File: src/rtl/axi_ddr3_pkg.sv
// Shared definitions for the AXI-to-DDR3 bridge: arbiter state encodings,
// AXI burst/response constants and the default hazard line size.
package axi_ddr3_pkg;

  typedef enum logic [1:0] {
    ST_IDLE = 2'd0,
    ST_WCMD = 2'd1,
    ST_WDAT = 2'd2,
    ST_RCMD = 2'd3
  } arb_state_t;

  localparam logic [1:0] BURST_INCR    = 2'b01;
  localparam logic [1:0] AXI_RESP_OKAY = 2'b00;

  localparam int unsigned LINE_BITS_DEFAULT = 4;

endpackage

File: src/rtl/ddr3_req_arbiter.sv
// Arbitrates the DDR3 controller command port between the AXI write and read
// paths: alternating priority, read-after-write line hazard override, and the
// port stays owned by a write until its last data beat has gone in.
module ddr3_req_arbiter
  import axi_ddr3_pkg::*;
#(
  parameter int unsigned ADDRS        = 32,
  parameter int unsigned AXI_ID_WIDTH = 4,
  parameter int unsigned LINE_BITS    = LINE_BITS_DEFAULT
) (
  input  logic                    clock,
  input  logic                    reset,
  input  logic                    wr_store_i,
  output logic                    wr_accept_o,
  input  logic [ADDRS-1:0]        wr_addr_i,
  input  logic [AXI_ID_WIDTH-1:0] wr_id_i,
  input  logic                    wr_last_i,
  input  logic                    rd_fetch_i,
  output logic                    rd_accept_o,
  input  logic [ADDRS-1:0]        rd_addr_i,
  input  logic [AXI_ID_WIDTH-1:0] rd_id_i,
  output logic                    ctl_valid_o,
  input  logic                    ctl_ready_i,
  output logic                    ctl_write_o,
  output logic [ADDRS-1:0]        ctl_addr_o,
  output logic [AXI_ID_WIDTH-1:0] ctl_id_o
);

  arb_state_t              state;
  arb_state_t              state_nxt;
  logic                    prio;
  logic                    prio_nxt;
  logic                    ctl_valid_nxt;
  logic                    ctl_write_nxt;
  logic [ADDRS-1:0]        ctl_addr_nxt;
  logic [AXI_ID_WIDTH-1:0] ctl_id_nxt;
  logic                    line_hit;
  logic                    grant_wr;
  logic                    grant_rd;

  // Same-line requests: the write must land before the read is issued.
  assign line_hit = (wr_addr_i[ADDRS-1:LINE_BITS] == rd_addr_i[ADDRS-1:LINE_BITS]);

  always_comb begin
    grant_wr = (state == ST_IDLE) & wr_store_i & (~rd_fetch_i | ~prio | line_hit);
    grant_rd = (state == ST_IDLE) & rd_fetch_i & ~grant_wr;
  end

  // State and command register
  always_ff @(posedge clock or posedge reset) begin
    if (reset) begin
      state       <= ST_IDLE;
      prio        <= 1'b0;
      ctl_valid_o <= 1'b0;
      ctl_write_o <= 1'b0;
      ctl_addr_o  <= '0;
      ctl_id_o    <= '0;
    end else begin
      state       <= state_nxt;
      prio        <= prio_nxt;
      ctl_valid_o <= ctl_valid_nxt;
      ctl_write_o <= ctl_write_nxt;
      ctl_addr_o  <= ctl_addr_nxt;
      ctl_id_o    <= ctl_id_nxt;
    end
  end

  // Next-state logic
  always_comb begin
    state_nxt = state;
    case (state)
      ST_IDLE: begin
        if (grant_wr)      state_nxt = ST_WCMD;
        else if (grant_rd) state_nxt = ST_RCMD;
      end
      ST_WCMD: if (ctl_ready_i) state_nxt = ST_WDAT;
      ST_WDAT: if (wr_last_i)   state_nxt = ST_IDLE;
      ST_RCMD: if (ctl_ready_i) state_nxt = ST_IDLE;
      default: state_nxt = ST_IDLE;
    endcase
  end

  // Output logic: command register loads on grant, clears on handshake
  always_comb begin
    prio_nxt      = prio;
    ctl_valid_nxt = ctl_valid_o;
    ctl_write_nxt = ctl_write_o;
    ctl_addr_nxt  = ctl_addr_o;
    ctl_id_nxt    = ctl_id_o;
    wr_accept_o   = 1'b0;
    rd_accept_o   = 1'b0;
    case (state)
      ST_IDLE: begin
        if (grant_wr) begin
          prio_nxt      = 1'b1;
          ctl_valid_nxt = 1'b1;
          ctl_write_nxt = 1'b1;
          ctl_addr_nxt  = wr_addr_i;
          ctl_id_nxt    = wr_id_i;
        end else if (grant_rd) begin
          prio_nxt      = 1'b0;
          ctl_valid_nxt = 1'b1;
          ctl_write_nxt = 1'b0;
          ctl_addr_nxt  = rd_addr_i;
          ctl_id_nxt    = rd_id_i;
        end
      end
      ST_WCMD: begin
        wr_accept_o = ctl_ready_i;
        if (ctl_ready_i) ctl_valid_nxt = 1'b0;
      end
      ST_RCMD: begin
        rd_accept_o = ctl_ready_i;
        if (ctl_ready_i) ctl_valid_nxt = 1'b0;
      end
      default: ;
    endcase
  end

  // Requesters must hold their request until the accept cycle.
  a_wr_held: assert property (@(posedge clock) disable iff (reset)
    (state == ST_WCMD) |-> wr_store_i)
    else $error("write request dropped before acceptance");

  a_rd_held: assert property (@(posedge clock) disable iff (reset)
    (state == ST_RCMD) |-> rd_fetch_i)
    else $error("read request dropped before acceptance");

  a_one_accept: assert property (@(posedge clock) disable iff (reset)
    !(wr_accept_o && rd_accept_o))
    else $error("write and read accepted together");

endmodule

File: config.mk
export PLATFORM = sky130hd
export DESIGN_NAME = ddr3_req_arbiter
export DESIGN_NICKNAME = d
export VERILOG_FILES = /design/src/rtl/axi_ddr3_pkg.sv /design/src/rtl/ddr3_req_arbiter.sv
export SDC_FILE = /design/constraint.sdc
export NUM_CORES = 1
export LEC_CHECK = 0
export BUFFER_PORTS_ARGS = -buffer_cell sky130_fd_sc_hd__buf_2
export CAP_MARGIN = 30
export CORE_MARGIN = 2
export CORE_UTILIZATION = 48
export CTS_BUF_LIST = sky130_fd_sc_hd__clkbuf_8
export DETAILED_ROUTE_END_ITERATION = 10
export PLACE_DENSITY = 0.83
export RECOVER_POWER = 100
export SYNTH_ARGS = -nofsm -noshare
export SYNTH_HDL_FRONTEND = slang
export SYNTH_SLANG_ARGS = --single-unit
File: constraint.sdc
create_clock -name clock -period 2.5 [get_ports clock]
set_input_delay 0.125 -clock clock [delete_from_list [all_inputs] [get_ports clock]]
set_output_delay 0.125 -clock clock [all_outputs]
set_load 0.03 [all_outputs]
# Yosys cells after proc, flatten, opt, wreduce, memory -nomap -nowiden
# Cells that the tools add are included.
dict set report op_classes {
  n_eq_ne 9
  mux 18
  reduce_logical 7
  n_bitwise 9
}
# op count
set op_table {}
lappend op_table {{$mux W32} 2}
lappend op_table {{$eq A28 B28 Y1} 1}
lappend op_table {{$mux W2} 5}
lappend op_table {{$mux W4} 2}
lappend op_table {{$pmux W2 S4} 1}
lappend op_table {{$mux W1} 7}
lappend op_table {{$ne A2 B2 Y1 const B} 3}
lappend op_table {{$and A1 B1 Y1} 4}
lappend op_table {{$eq A2 B2 Y1 const B} 2}
lappend op_table {{$reduce_and A4 Y1} 1}
lappend op_table {{$reduce_bool A2 Y1} 2}
lappend op_table {{$ne A3 B3 Y1 const B} 1}
lappend op_table {{$not A1 Y1} 3}
lappend op_table {{$reduce_and A3 Y1} 1}
lappend op_table {{$eq A2 B1 Y1 const B} 1}
lappend op_table {{$logic_not A2 Y1} 1}
lappend op_table {{$ne A2 B1 Y1 const B} 1}
lappend op_table {{$or A1 B1 Y1} 2}
lappend op_table {{$pmux W1 S2} 1}
lappend op_table {{$reduce_and A2 Y1} 1}
lappend op_table {{$reduce_or A2 Y1} 1}
dict set report word_totals {
  wordCells 48
  reg_bits 40
  inputBits 78
}

# Longest topological paths before layout
dict set report logic_depth {
  word_depth 9
  mapped_depth 6
  mapped_depth_nobuf 5
}

# Worst setup path after synthesis
# OpenSTA, ideal clock, no wires.
dict set report synth_timing {
  path_type {register -> register}
  start {register state[1]}
  end {register ctl_addr_o[0]}
  t_required_ns 2.375
  path_slack_ns 0.724
  setup_time_ns 0.125
  synth_period_minus_slack_ns 1.776
  path_buffers 2
  stages_incl_launch_ff 7
  t_arrival_ns 1.651
  path_cell_list {dfrtp_1 -> nor2_1 -> and2_1 -> buf_2 -> buf_2 -> mux2_2 -> mux2_4}
}
dict set report synth_via {
  elab_chain_cells 7
}
# item line_no
set synth_lines {}
lappend synth_lines {{start: declaration} ddr3_req_arbiter.sv:29} ;# arb_state_t state;
lappend synth_lines {{start signal: assignment} ddr3_req_arbiter.sv:59} ;# state <= state_nxt;
lappend synth_lines {{$logic_not A2 Y1 *} {ddr3_req_arbiter.sv:45, ddr3_req_arbiter.sv:46, ddr3_req_arbiter.sv:92}}
lappend synth_lines {{$and A1 B1 Y1 (2 in series)} ddr3_req_arbiter.sv:45} ;# grant_wr = (state == ST_IDLE) & wr_store_i & (~rd_fetch_i | ~prio | line_hit);
lappend synth_lines {{$not A1 Y1} ddr3_req_arbiter.sv:46} ;# grant_rd = (state == ST_IDLE) & rd_fetch_i & ~grant_wr;
lappend synth_lines {{$and A1 B1 Y1} ddr3_req_arbiter.sv:46}
lappend synth_lines {{$reduce_bool A2 Y1 (no line)} -}
lappend synth_lines {{$reduce_and A2 Y1 (no line)} -}
lappend synth_lines {{end signal: assignment} ddr3_req_arbiter.sv:63} ;# ctl_addr_o <= ctl_addr_nxt;
lappend synth_lines {{end: declaration} ddr3_req_arbiter.sv:25} ;# output logic [ADDRS-1:0] ctl_addr_o,
# Mark *: on every way between the ends. The rest lies on a longest branch, timed or not.
# A chain may end at the register's enable or synchronous reset.

# Final worst setup path
dict set report layout_timing {
  start {register state[1]}
  end {register ctl_id_o[2]}
}
dict set report layout_via {
  elab_chain_cells 7
}
# item line_no
set layout_lines {}
lappend layout_lines {{$logic_not A2 Y1 *} {ddr3_req_arbiter.sv:45, ddr3_req_arbiter.sv:46, ddr3_req_arbiter.sv:92}}
lappend layout_lines {{$and A1 B1 Y1 (2 in series)} ddr3_req_arbiter.sv:45}
lappend layout_lines {{$not A1 Y1} ddr3_req_arbiter.sv:46}
lappend layout_lines {{$and A1 B1 Y1} ddr3_req_arbiter.sv:46}
lappend layout_lines {{$reduce_bool A2 Y1 (no line)} -}
lappend layout_lines {{$reduce_and A2 Y1 (no line)} -}
lappend layout_lines {{end signal: assignment} ddr3_req_arbiter.sv:64} ;# ctl_id_o <= ctl_id_nxt;
lappend layout_lines {{end: declaration} ddr3_req_arbiter.sv:26} ;# output logic [AXI_ID_WIDTH-1:0] ctl_id_o
# Marks and branches as above.

==> run_results.csv <==
group,metric,value,unit
status,outcome,"finished, final reports clean",
timing,maxClockFrequency,0.447,GHz
clock_network,number_of_hold_buffers_added_after_cts,1,
floorplan,design.die.area,0.00563,mm2
floorplan,top_ports,118,
placed_design,dp_hpwl,4320,um
global_route,grt_first_pass_wirelength,8710,um
timing,number_of_setup_violations_in_the_final_report,0,
power,p_per_area,1240,mW/mm2
finish,final_common_cell,"sky130_fd_sc_hd__buf_2",
floorplan,coreArea,0.00479,mm2
clock_network,cts_post_setup_buffers_inserted,0,
min_path,worst_hold_path_type,"primary input to flop",
clock_network,clock_path_buffers,2,
routing,num_vias,1864,
worst_setup_path,crit_fanout,20,
global_route,globalRouteOverflowTotal,0,
worst_setup_path,cp_data_required_time,2670,ps
timing,maxSlewHeadroom,0.350,
routing,ant_nets,0,
clock_network,worst_setup_hold_path_clk_slew,80,ps
clock_network,cts_tree,"done",
global_route,grtUsageTotal,0.203,
finish,layout.cells.non_filler,375,
yosys,synth_cells,185,
yosys,postSynthAreaPerCell,13.1,um2
finish,mostFrequentLayoutCells,"sky130_fd_sc_hd__buf_2, sky130_fd_sc_hd__mux2_2, sky130_fd_sc_hd__clkbuf_1",
finish,layout.nets,385,
routing,detail_route.wirelength,5500,um
clock_network,insertion_delay,280,ps
flow_run,drv_cap,0,
clock_network,post_cts_resized,0,
routing,wl_per_cell,14.7,um
finish,layout.core_utilization,0.642,
global_route,maximum_number_of_pins_on_one_net_before_global_route_repair,27,
power,vdd_ir_drop_max,0.000549,V
timing,finalSetupTns,0,ps
finish,antenna-diode-count,0,
clock_network,numCtsBuffers,5,
timing,min_period_over_period,0.895,
timing,worst_setup_slack_after_layout,262,ps
global_route,number_of_global_route_vias_before_repair,1968,
yosys,netlist_area,0.00242,mm2
finish,drive_above_1_share,0.458,
routing,firstDrtPassIters,2,
floorplan,die_height,75.1,um
timing,hold_viol_final,0,
worst_setup_path,worstSetupStartpointType,"flop",
clock_network,cts_htree_levels,2,
floorplan,std_cell_rows,25,
floorplan,floorplan.initialDensity,0.506,
timing,rsz_0062_raised_after_global_routing,"no",
power,total_leakage_power,0.00137,uW
timing,post-route-min-period,2240,ps
placed_design,gpl.final_weighted_congestion,0.717,
yosys,synthesis.yosys.warnings,0,
worst_setup_path,crit_arrival,2400,ps
timing,worst-slew-pin-transition,974,ps
timing,maxSlewViolCount,0,
yosys,synth-seq-cells,40,
worst_setup_path,critical_path.endpoint_type,"flop",
worst_setup_path,crit_type,"flop to flop",
placed_design,post-place-cells,366,
timing,clock_skew,8.52,ps
routing,drt_iter0_drc,27,
clock_network,numClockSinks,40,
placed_design,numPortBuffers,117,
clock_network,ctsRootBufferMaster,"sky130_fd_sc_hd__clkbuf_8",
routing,detail_route.drc_violations,0,
finish,flow.area_growth_from_synthesis,26.7,%
routing,via_per_inst,4.97,
yosys,synth.yosys.seq_area_share,0.413,
yosys,synth_fp_nets,263,
yosys,synth_cell_type_count,22,
floorplan,die_w,75.1,um
placed_design,dpl_worst_slack,331,ps
finish,filler_cell_count,442,
global_route,antenna_found_initial,0,
-- layout make-up --
| type | count | area [um2] | share of cell area |
|---|---|---|---|
| tap | 67 | 83.8 | 0.0273 |
| clock inverter | 3 | 38.8 | 0.0126 |
| inverter | 4 | 15.0 | 0.00489 |
| sequential | 40 | 1000 | 0.326 |
| timing repair buffer | 122 | 582 | 0.189 |
| clock buffer | 5 | 68.8 | 0.0224 |
| multi-input combinational | 134 | 1280 | 0.417 |
-- registers in the layout (all words and copies together), names as in the netlist --
name,flops
ctl_addr_o,32
ctl_id_o,4
ctl_valid_o,1
prio,1
state,2
-- logic make-up after synthesis --
family / Yosys count / synth area share
muxes: 72 / 0.379
xor gates and xnor gates: 28 / 0.101
buffers and inverters: 11 / 0.0284
and+or+nand+nor: 26 / 0.0568
AOI/OAI and AO/OA: 8 / 0.0212
DFF: 40 / 0.413
-- cell usage after synthesis --
library cell | number | area, um2
sky130_fd_sc_hd__a21o_1 | 2 | 15.0
sky130_fd_sc_hd__a21oi_1 | 3 | 15.0
sky130_fd_sc_hd__a21oi_2 | 1 | 8.76
sky130_fd_sc_hd__and2_1 | 1 | 6.26
sky130_fd_sc_hd__and3_1 | 1 | 6.26
sky130_fd_sc_hd__buf_2 | 4 | 20.0
sky130_fd_sc_hd__buf_6 | 3 | 33.8
sky130_fd_sc_hd__dfrtp_1 | 40 | 1000
sky130_fd_sc_hd__inv_1 | 4 | 15.0
sky130_fd_sc_hd__mux2_2 | 43 | 484
sky130_fd_sc_hd__mux2_4 | 29 | 435
sky130_fd_sc_hd__nand2_1 | 5 | 18.8
sky130_fd_sc_hd__nand2b_1 | 1 | 6.26
sky130_fd_sc_hd__nand3_1 | 1 | 5.00
sky130_fd_sc_hd__nand4_1 | 7 | 43.8
sky130_fd_sc_hd__nor2_1 | 6 | 22.5
sky130_fd_sc_hd__nor3_1 | 2 | 10.0
sky130_fd_sc_hd__nor4_1 | 1 | 6.26
sky130_fd_sc_hd__nor4_2 | 1 | 12.5
sky130_fd_sc_hd__o21ai_0 | 1 | 5.00
sky130_fd_sc_hd__o31ai_1 | 1 | 7.51
sky130_fd_sc_hd__xnor2_1 | 28 | 245
-- where the power goes --
part / internal (uW) / switching [uW]
clock network: 292 / 224
registers: 987 / 199
logic: 888 / 1220
-- through the flow --
step | hold slack (ps) | total power, uW | cell area [um2]
2_1_floorplan | 274 | 3010 | 2420
3_3_place_gp | 223 | 3540 | 3090
3_5_place_dp | 233 | 3600 | 3090
4_1_cts | 62.6 | 4130 | 3210
5_1_grt | 60.1 | 4060 | 3070
6_report | 65.9 | 3820 | 3070
-- worst paths after layout --
path                                      start                    endpoint  slack, ps  cells past startpoint
hold reg to reg            state[0]$_DFFE_PP0P_     ctl_valid_o$_DFFE_PP0P_        540                      1
setup reg to reg           state[1]$_DFFE_PP0P_     ctl_id_o[2]$_DFFE_PP0P_        260                      6
setup / recovery           state[1]$_DFFE_PP0P_     ctl_id_o[2]$_DFFE_PP0P_        260                      6
min in group asynchronous                 reset  ctl_addr_o[30]$_DFFE_PP0P_        450                      3
max in group asynchronous                 reset  ctl_addr_o[11]$_DFFE_PP0P_        760                      4
hold / removal                       wr_id_i[3]     ctl_id_o[3]$_DFFE_PP0P_         70                      2
-- routing by layer --
metal | up-vias | track usage | wire length, um
met3 | 2 | 0.0602 | 370
met4 | 0 | 0.0417 | 29
met5 | - | 0 | 0
li1 | 897 | - | -
met1 | 893 | 0.244 | 2320
met2 | 72 | 0.360 | 2780
-- critical path, cell delays in order (launching register included) --
cell,delay (ps)
sky130_fd_sc_hd__dfrtp_1,440
sky130_fd_sc_hd__nor2_1,160
sky130_fd_sc_hd__nand2_1,80
sky130_fd_sc_hd__nor4_1,470
sky130_fd_sc_hd__a21oi_4,280
sky130_fd_sc_hd__clkbuf_2,340
sky130_fd_sc_hd__mux2_4,350
Note: power is estimated with default switching activity, not from simulation.
